--- src/rtl/spi_peripheral_pkg.sv ---
// Shared SPI target types: FSM state encoding and camera opcode constants.
// Latency: n/a (types and constants only).
// Backpressure: n/a.
package spi_pkg;

    typedef enum logic [1:0] {
        IDLE    = 2'd0,
        OPCODE  = 2'd1,
        OPERAND = 2'd2
    } spi_state_t;

    // Opcodes shared with the register file decode.
    localparam logic [7:0] START_CAPTURE = 8'h20;
    localparam logic [7:0] STOP_CAPTURE  = 8'h21;
    localparam logic [7:0] SET_EXPOSURE  = 8'h22;
    localparam logic [7:0] SET_GAIN      = 8'h23;
    localparam logic [7:0] READ_STATUS   = 8'h24;
    localparam logic [7:0] READ_REG      = 8'h25;
    localparam logic [7:0] WRITE_REG     = 8'h26;
    localparam logic [7:0] SET_WINDOW    = 8'h30;
    localparam logic [7:0] GAMMA_BYPASS  = 8'h32;

endpackage

--- src/rtl/spi_peripheral_if.sv ---
// Pin-side and register-file-side signal bundle of the SPI target.
// Latency: n/a (wiring only).
// Backpressure: none; the SPI host sets the pace, the register file answers combinationally.
interface spi_peripheral_if #(
    parameter int COUNT_WIDTH = 32
);
    logic                   spi_select_in;
    logic                   spi_clock_in;
    logic                   spi_data_in;
    logic                   spi_data_out;
    logic [7:0]             opcode_out;
    logic                   opcode_valid_out;
    logic [7:0]             operand_out;
    logic                   operand_valid_out;
    logic                   operand_read_out;
    logic [COUNT_WIDTH-1:0] rd_operand_count_out;
    logic [7:0]             response_in;

    // Host pins plus register file: drives the inputs, observes the strobes.
    modport master (
        output spi_select_in, spi_clock_in, spi_data_in, response_in,
        input  spi_data_out, opcode_out, opcode_valid_out, operand_out,
               operand_valid_out, operand_read_out, rd_operand_count_out
    );

    // The SPI target itself.
    modport slave (
        input  spi_select_in, spi_clock_in, spi_data_in, response_in,
        output spi_data_out, opcode_out, opcode_valid_out, operand_out,
               operand_valid_out, operand_read_out, rd_operand_count_out
    );
endinterface

--- src/rtl/spi_peripheral_pin_sync.sv ---
// Brings one asynchronous SPI pin into clock_in and keeps the previous synced value.
// Latency: SYNC_STAGES cycles to sync_out, one more to prev_out.
// Backpressure: none.
module spi_pin_sync #(
    parameter int SYNC_STAGES = 2
) (
    input  logic clock_in,
    input  logic reset_n_in,
    input  logic pin_in,
    output logic sync_out,
    output logic prev_out
);
    logic [SYNC_STAGES-1:0] chain_q, chain_d;
    logic                   prev_q, prev_d;

    // Shift the pin into the chain; remember the last synced value for edge detection.
    always_comb begin
        chain_d = {chain_q[SYNC_STAGES-2:0], pin_in};
        prev_d  = chain_q[SYNC_STAGES-1];
    end

    // Synchroniser and previous-value flops.
    always_ff @(posedge clock_in or negedge reset_n_in) begin
        if (!reset_n_in) begin
            chain_q <= '0;
            prev_q  <= 1'b0;
        end else begin
            chain_q <= chain_d;
            prev_q  <= prev_d;
        end
    end

    assign sync_out = chain_q[SYNC_STAGES-1];
    assign prev_out = prev_q;
endmodule

--- src/rtl/spi_peripheral.sv ---
// SPI mode-0 target: byte 0 is the opcode, later bytes are operands; CIPO returns response_in.
// Latency: SCK pin edge to strobes is SYNC_STAGES+2 clock_in cycles.
// Backpressure: none; the register file must accept one operand per byte time.
module spi_peripheral
    import spi_pkg::*;
#(
    parameter int SYNC_STAGES = 2,
    parameter int COUNT_WIDTH = 32
) (
    input  logic            clock_in,
    input  logic            reset_n_in,
    spi_peripheral_if.slave bus
);
    logic cs_sync, cs_prev, sck_sync, sck_prev, mosi_sync, mosi_prev;
    logic sck_rise, sck_fall, cs_fall;

    spi_pin_sync #(.SYNC_STAGES(SYNC_STAGES)) u_sync_cs (
        .clock_in(clock_in), .reset_n_in(reset_n_in), .pin_in(bus.spi_select_in),
        .sync_out(cs_sync), .prev_out(cs_prev));
    spi_pin_sync #(.SYNC_STAGES(SYNC_STAGES)) u_sync_sck (
        .clock_in(clock_in), .reset_n_in(reset_n_in), .pin_in(bus.spi_clock_in),
        .sync_out(sck_sync), .prev_out(sck_prev));
    spi_pin_sync #(.SYNC_STAGES(SYNC_STAGES)) u_sync_mosi (
        .clock_in(clock_in), .reset_n_in(reset_n_in), .pin_in(bus.spi_data_in),
        .sync_out(mosi_sync), .prev_out(mosi_prev));

    spi_state_t             state_q, state_d;
    logic                   armed_q, armed_d;
    logic [2:0]             bit_cnt_q, bit_cnt_d;
    logic [7:0]             rx_q, rx_d;
    logic [7:0]             tx_q, tx_d;
    logic                   done_op_q, done_op_d;
    logic                   done_arg_q, done_arg_d;
    logic [7:0]             opcode_q, opcode_d;
    logic                   opcode_vld_q, opcode_vld_d;
    logic [7:0]             operand_q, operand_d;
    logic                   operand_pulse_q, operand_pulse_d;
    logic [COUNT_WIDTH-1:0] count_q, count_d;

    assign sck_rise = sck_sync & ~sck_prev & ~cs_sync;
    assign sck_fall = ~sck_sync & sck_prev & ~cs_sync;
    assign cs_fall  = cs_prev & ~cs_sync;

    // Framing, shifting and output updates; CS high overrides everything, including a pending byte.
    always_comb begin
        state_d         = state_q;
        armed_d         = armed_q;
        bit_cnt_d       = bit_cnt_q;
        rx_d            = rx_q;
        tx_d            = tx_q;
        done_op_d       = 1'b0;
        done_arg_d      = 1'b0;
        opcode_d        = opcode_q;
        opcode_vld_d    = opcode_vld_q;
        operand_d       = operand_q;
        operand_pulse_d = 1'b0;
        count_d         = count_q;

        if (cs_sync) begin
            armed_d      = 1'b1;
            state_d      = IDLE;
            bit_cnt_d    = 3'd0;
            rx_d         = 8'd0;
            tx_d         = 8'd0;
            count_d      = '0;
            opcode_vld_d = 1'b0;
        end else begin
            if (state_q == IDLE) begin
                // Only a CS fall seen after CS was high starts a frame, so a reset mid-frame stays quiet.
                if (cs_fall && armed_q) begin
                    state_d = OPCODE;
                end
            end else begin
                if (sck_rise) begin
                    // COPI is taken one cycle behind SCK to give hold margin if the host moves it early.
                    rx_d      = {rx_q[6:0], mosi_prev};
                    bit_cnt_d = bit_cnt_q + 3'd1;
                    if (bit_cnt_q == 3'd7) begin
                        if (state_q == OPCODE) begin
                            done_op_d = 1'b1;
                            state_d   = OPERAND;
                        end else begin
                            done_arg_d = 1'b1;
                        end
                    end
                end
                if (sck_fall) begin
                    // At a byte boundary after the opcode, pick up the register file answer.
                    if (state_q == OPERAND && bit_cnt_q == 3'd0) begin
                        tx_d = bus.response_in;
                    end else begin
                        tx_d = {tx_q[6:0], 1'b0};
                    end
                end
            end
            if (done_op_q) begin
                opcode_d     = rx_q;
                opcode_vld_d = 1'b1;
            end
            if (done_arg_q) begin
                operand_d       = rx_q;
                operand_pulse_d = 1'b1;
                if (count_q != '1) begin
                    count_d = count_q + COUNT_WIDTH'(1);
                end
            end
        end
    end

    // All state on the asynchronous reset.
    always_ff @(posedge clock_in or negedge reset_n_in) begin
        if (!reset_n_in) begin
            state_q         <= IDLE;
            armed_q         <= 1'b0;
            bit_cnt_q       <= 3'd0;
            rx_q            <= 8'd0;
            tx_q            <= 8'd0;
            done_op_q       <= 1'b0;
            done_arg_q      <= 1'b0;
            opcode_q        <= 8'd0;
            opcode_vld_q    <= 1'b0;
            operand_q       <= 8'd0;
            operand_pulse_q <= 1'b0;
            count_q         <= '0;
        end else begin
            state_q         <= state_d;
            armed_q         <= armed_d;
            bit_cnt_q       <= bit_cnt_d;
            rx_q            <= rx_d;
            tx_q            <= tx_d;
            done_op_q       <= done_op_d;
            done_arg_q      <= done_arg_d;
            opcode_q        <= opcode_d;
            opcode_vld_q    <= opcode_vld_d;
            operand_q       <= operand_d;
            operand_pulse_q <= operand_pulse_d;
            count_q         <= count_d;
        end
    end

    assign bus.spi_data_out         = tx_q[7];
    assign bus.opcode_out           = opcode_q;
    assign bus.opcode_valid_out     = opcode_vld_q;
    assign bus.operand_out          = operand_q;
    assign bus.operand_valid_out    = operand_pulse_q;
    assign bus.operand_read_out     = operand_pulse_q;
    assign bus.rd_operand_count_out = count_q;
endmodule

--- src/flat_wrapper.sv ---
// flat-port wrapper written by rule: the top's interface ports become plain ports
module spi_peripheral_flat import spi_pkg::*;
#(
    parameter int SYNC_STAGES = 2,
    parameter int COUNT_WIDTH = 32
)
  (clock_in, reset_n_in, bus_spi_select_in, bus_spi_clock_in, bus_spi_data_in, bus_response_in, bus_spi_data_out, bus_opcode_out, bus_opcode_valid_out, bus_operand_out, bus_operand_valid_out, bus_operand_read_out, bus_rd_operand_count_out);
  spi_peripheral_if #(.COUNT_WIDTH(COUNT_WIDTH)) bus_i ();
  input  logic clock_in;
  input  logic reset_n_in;
  input wire logic [$bits(bus_i.spi_select_in)-1:0] bus_spi_select_in;
  input wire logic [$bits(bus_i.spi_clock_in)-1:0] bus_spi_clock_in;
  input wire logic [$bits(bus_i.spi_data_in)-1:0] bus_spi_data_in;
  input wire logic [$bits(bus_i.response_in)-1:0] bus_response_in;
  output wire logic [$bits(bus_i.spi_data_out)-1:0] bus_spi_data_out;
  output wire logic [$bits(bus_i.opcode_out)-1:0] bus_opcode_out;
  output wire logic [$bits(bus_i.opcode_valid_out)-1:0] bus_opcode_valid_out;
  output wire logic [$bits(bus_i.operand_out)-1:0] bus_operand_out;
  output wire logic [$bits(bus_i.operand_valid_out)-1:0] bus_operand_valid_out;
  output wire logic [$bits(bus_i.operand_read_out)-1:0] bus_operand_read_out;
  output wire logic [$bits(bus_i.rd_operand_count_out)-1:0] bus_rd_operand_count_out;
  assign bus_i.spi_select_in = bus_spi_select_in;
  assign bus_i.spi_clock_in = bus_spi_clock_in;
  assign bus_i.spi_data_in = bus_spi_data_in;
  assign bus_i.response_in = bus_response_in;
  assign bus_spi_data_out = bus_i.spi_data_out;
  assign bus_opcode_out = bus_i.opcode_out;
  assign bus_opcode_valid_out = bus_i.opcode_valid_out;
  assign bus_operand_out = bus_i.operand_out;
  assign bus_operand_valid_out = bus_i.operand_valid_out;
  assign bus_operand_read_out = bus_i.operand_read_out;
  assign bus_rd_operand_count_out = bus_i.rd_operand_count_out;
  spi_peripheral #(.SYNC_STAGES(SYNC_STAGES), .COUNT_WIDTH(COUNT_WIDTH)) u_core (.clock_in(clock_in), .reset_n_in(reset_n_in), .bus(bus_i));
endmodule
--- config.mk ---
export PLATFORM = sky130hd
export DESIGN_NAME = spi_peripheral_flat
export DESIGN_NICKNAME = d
export VERILOG_FILES = /design/src/rtl/spi_peripheral_pkg.sv /design/src/rtl/spi_peripheral_if.sv /design/src/rtl/spi_peripheral_pin_sync.sv /design/src/rtl/spi_peripheral.sv /design/src/flat_wrapper.sv
export SDC_FILE = /design/constraint.sdc
export NUM_CORES = 1
export LEC_CHECK = 0
export BUFFER_PORTS_ARGS = -buffer_cell sky130_fd_sc_hd__clkbuf_2
export CAP_MARGIN = 40
export CORE_UTILIZATION = 40
export CTS_CLUSTER_DIAMETER = 120
export DETAILED_ROUTE_END_ITERATION = 16
export GPL_ROUTABILITY_DRIVEN = 0
export GPL_TIMING_DRIVEN = 0
export MAX_ROUTING_LAYER = met4
export PLACE_DENSITY_LB_ADDON = 0.25
export SKIP_LAST_GASP = 1
export SYNTH_ARGS = -nofsm -noshare
export SYNTH_HDL_FRONTEND = slang
export SYNTH_SLANG_ARGS = --single-unit
--- constraint.sdc ---
create_clock -name clock_in -period 2.9 [get_ports clock_in]
set_clock_uncertainty 0.1 [all_clocks]
set_input_delay 0.145 -clock clock_in [delete_from_list [all_inputs] [get_ports clock_in]]
set_output_delay 0.145 -clock clock_in [all_outputs]
set_load 0.01 [all_outputs]
==> results.toml <==
[cts]
clkSinkCount = 83
numCtsBuffers = 9
cts_root_buf = "clkbuf_8"
clkTransAtPathRegs_ns = 0.10
insertion_delay_ns = 0.37
cts_tree = "yes"
cts_max_path_buffers = 2
htree_num_levels = 3
cts_resized = 0

[sta]
finalMaxSlewViolations = 0
tns_ns = 0
whs_ns = 0.0109
slew_headroom_pct = 49.5
hold_viol_final = 0
fmax_mhz = 405
finalCritPeriodShare_pct = 85.2
fin_ws_ns = 0.430
rsz0062_at_grt = "no"
min_period_ns = 2.47
setup_viol = 0
worst_pin_slew_ns = 0.755

[final_layout]
layout-drive-gt1-share_pct = 27.7
area_delta_synth_final_pct = 20.5
fillerInstances = 901
design_area_sq_um = 4650
final_core_util_pct = 50.1
antenna_cells = 0
final_cells = 562
nets = 445

[logic_synthesis]
synth_area_sq_um = 3860
yosys_most_used_dff = "dfrtp_1"
synth_cell_types = 48
synth-seq-area-share_pct = 53.8
synth_edf_count = 0
avgSynthCellArea_sq_um = 11.2
synth_seq_cells = 83
yosys_warnings = 0
synth_most_common_cell = "dfrtp_1"
yosysTopAreaCell = "dfrtp_1"
synthXorXnorAreaFrac_pct = 1.82
synth_top_family_by_area = "simple AND/OR/NAND/NOR gates"
syn_nets = 361
yosys.area.top_type_share_pct = 53.8
synth_simple_gate_area_share_pct = 20.3
synth-compound-area-share_pct = 9.72
syn_inst = 344
synth_top_cells_by_count = "dfrtp_1 (83), nor2_1 (35), mux2_2 (20)"
synth_fa_ha_area_share_pct = 1.30
synthMuxAreaShare_pct = 10.5
synth_area_leaders = "dfrtp_1 (54%), mux2_2 (5.8%), mux2i_1 (4.7%)"
synth-async-reset-ratio_pct = 100

[critical_path]
rrSetupSlack_ns = 0.43
cp_data_arrival_time_ns = 2.63
cp.required_ns = 3.06
path_max_fanout = 9
rr_worst_depth = 6
end_kind = "register"
path_class = "register to register"
worstSetupStartpointType = "register"
timing.rr.start = "u_core.bus.rd_operand_count_out[0]$_DFFE_PN0P_"
worstReg2RegEnd = "u_core.bus.rd_operand_count_out[26]$_DFFE_PN0P_"

[die]
die_w_microns = 100
dieArea_sq_um = 10000
fp.dieH_microns = 100
core_area_sq_um = 9280
initial_utilization_pct = 41.6
num_rows = 35
ioPinCount = 65

[worst_hold_path]
hold_depth = 3
holdCritStartpoint = "bus_response_in[4]"
hold-path-endpoint = "u_core.tx_q[4]$_DFFE_PN0P_"
hold_class = "input pin to register"

[place]
numPortBuffers = 64
hpwl_mm = 5.53
dp_slack_ns = 0.444
place_inst = 538
placed_area_sq_um = 4370

[power_and_ir_drop]
p_clk_share_pct = 39.9
powerDensity_nw_per_um2 = 452
p_seq_share_pct = 55.9
comb_power_share_pct = 4.2
netSwitchingPower_uw = 557
ir_drop_uv = 267
internal_power_mw = 1.54
p_leak_nw = 2.13
switching_share_pct = 26.5
power_mw = 2.10

[global_routing]
grt_max_degree = 63
met1_usage_pct = 24.4
antenna_found_initial = 0
met3_usage_pct = 3.13
groute.layer.met2.usage_pct = 26.2
grt_pass1_wl_mm = 13.4
grt_overflow_total = 0
grt_usage_pct = 17.8
top_usage_layer = "met2"
grt_pass1_vias = 2684

[detailed_routing]
final_antenna_net_count = 0
viasPerCell = 5.18
drt_pass1_iterations = 4
drt_iter0_drc = 140
via_count = 2911
wl_mm = 8.07
drc = 0
wl_per_cell_microns = 14.4

[job]
maxCapViolations = 0

[outcome]
status = "complete, no violations"
-- layout by cell type, fill, tap and decap left out, types with 2 or more instances in the layout --
cell and n:
a211oi_1 10, a21oi_1 17, a31oi_1 2, and2_1 4, and3_1 6, and4_1 6, buf_2 3, buf_4 2
clkbuf_1 12, clkbuf_2 63, clkbuf_8 9, dfrtp_1 83, dlygate4sd3_1 8, ha_1 4, inv_1 6, inv_6 2
inv_8 3, mux2_2 20, mux2i_1 18, nand2_1 17, nand2b_1 3, nand3_1 13, nand4_1 4, nand4_4 2
nor2_1 35, nor2b_1 6, nor3_1 8, nor3_2 2, nor3b_1 3, nor4_1 3, nor4bb_1 3, o21ai_0 10
o31ai_1 3, o31ai_4 2, or3_1 9, or4_1 5, xnor2_1 4, xor2_1 4
-- power by group through the flow --
stage                     Clock [mW]  Combinational (mW)  Sequential [mW]
after floorplan                    0              0.0329             1.20
after global placement             0              0.0756             1.20
after detailed placement           0              0.0818             1.20
after CTS                      0.863              0.0905             1.18
after global routing           0.913               0.100             1.18
final                          0.838              0.0873             1.18
-- worst max-delay path: stages (launching register included) --
cell and delay [ns]:
dfrtp_1 0.45, ha_1 0.29, and4_1 0.24, nand2_2 0.16
nor3_4 0.42, nor4bb_1 0.33, mux2_2 0.37
-- state kept, by name, summed over array words and instances, names as in the netlist --
name	cells
u_core.bus.rd_operand_count_out	32
u_core.bus.opcode_out	8
u_core.bus.operand_out	8
u_core.rx_q	8
u_core.tx_q	8
u_core.bit_cnt_q	3
u_core.state_q	2
u_core.u_sync_cs.chain_q	2
u_core.u_sync_mosi.chain_q	2
u_core.u_sync_sck.chain_q	2
u_core.armed_q	1
u_core.bus.opcode_valid_out	1
u_core.bus.operand_read_out	1
u_core.done_arg_q	1
u_core.done_op_q	1
u_core.u_sync_cs.prev_out	1
u_core.u_sync_mosi.prev_out	1
u_core.u_sync_sck.prev_out	1
-- how the worst max path moves through the flow --
stage | startpoint | endpoint | slack [ns] | cells past startpoint
finish | u_core.bus.rd_operand_count_out[0]$_DFFE_PN0P_ | u_core.bus.rd_operand_count_out[26]$_DFFE_PN0P_ | 0.43 | 6
global route | u_core.u_sync_cs.chain_q[1]$_DFF_PN0_ | u_core.bus.rd_operand_count_out[8]$_DFFE_PN0P_ | 0.26 | 5
CTS | u_core.bus.rd_operand_count_out[0]$_DFFE_PN0P_ | u_core.bus.rd_operand_count_out[26]$_DFFE_PN0P_ | 0.44 | 6
detailed placement | u_core.bus.rd_operand_count_out[0]$_DFFE_PN0P_ | u_core.bus.rd_operand_count_out[26]$_DFFE_PN0P_ | 0.44 | 6
global placement | u_core.bus.rd_operand_count_out[0]$_DFFE_PN0P_ | u_core.bus.rd_operand_count_out[26]$_DFFE_PN0P_ | 0.48 | 6
floorplan | u_core.bus.rd_operand_count_out[0]$_DFFE_PN0P_ | u_core.bus.rd_operand_count_out[26]$_DFFE_PN0P_ | 0.73 | 6
-- layout make-up --
| type | instances | area [sq um] | share of cell area (%) |
|---|---|---|---|
| Buffer | 17 | 75.1 | 1.61 |
| Clock buffer | 9 | 124 | 2.66 |
| Clock inverter | 7 | 76.3 | 1.64 |
| Inverter | 6 | 22.5 | 0.484 |
| Multi-Input combinational cell | 238 | 1690 | 36.2 |
| Sequential cell | 83 | 2080 | 44.6 |
| Tap cell | 129 | 161 | 3.47 |
| Timing Repair Buffer | 73 | 430 | 9.25 |
-- logic make-up after synthesis --
group | Yosys count
fa+ha+maj | 4
simple gates | 135
compound gates | 53
mux | 38
xor+xnor | 8
buf+inv | 23
flops | 83
-- what timing repair did --
item,4_1_cts,5_1_grt
endpoints found under the setup margin,0,0
endpoints found under the hold margin,79,0
buffers inserted,0,0
hold buffers,8,0
-- metal layers --
layer  wire [microns]  share of wire, %  vias up
met5                0                 0        -
met4              114               1.4        0
met3              280               3.5       10
met2             3610                45       56
met1             4070                50     1420
li1                 -                 -     1425
Power figures use the tool's default switching activity.
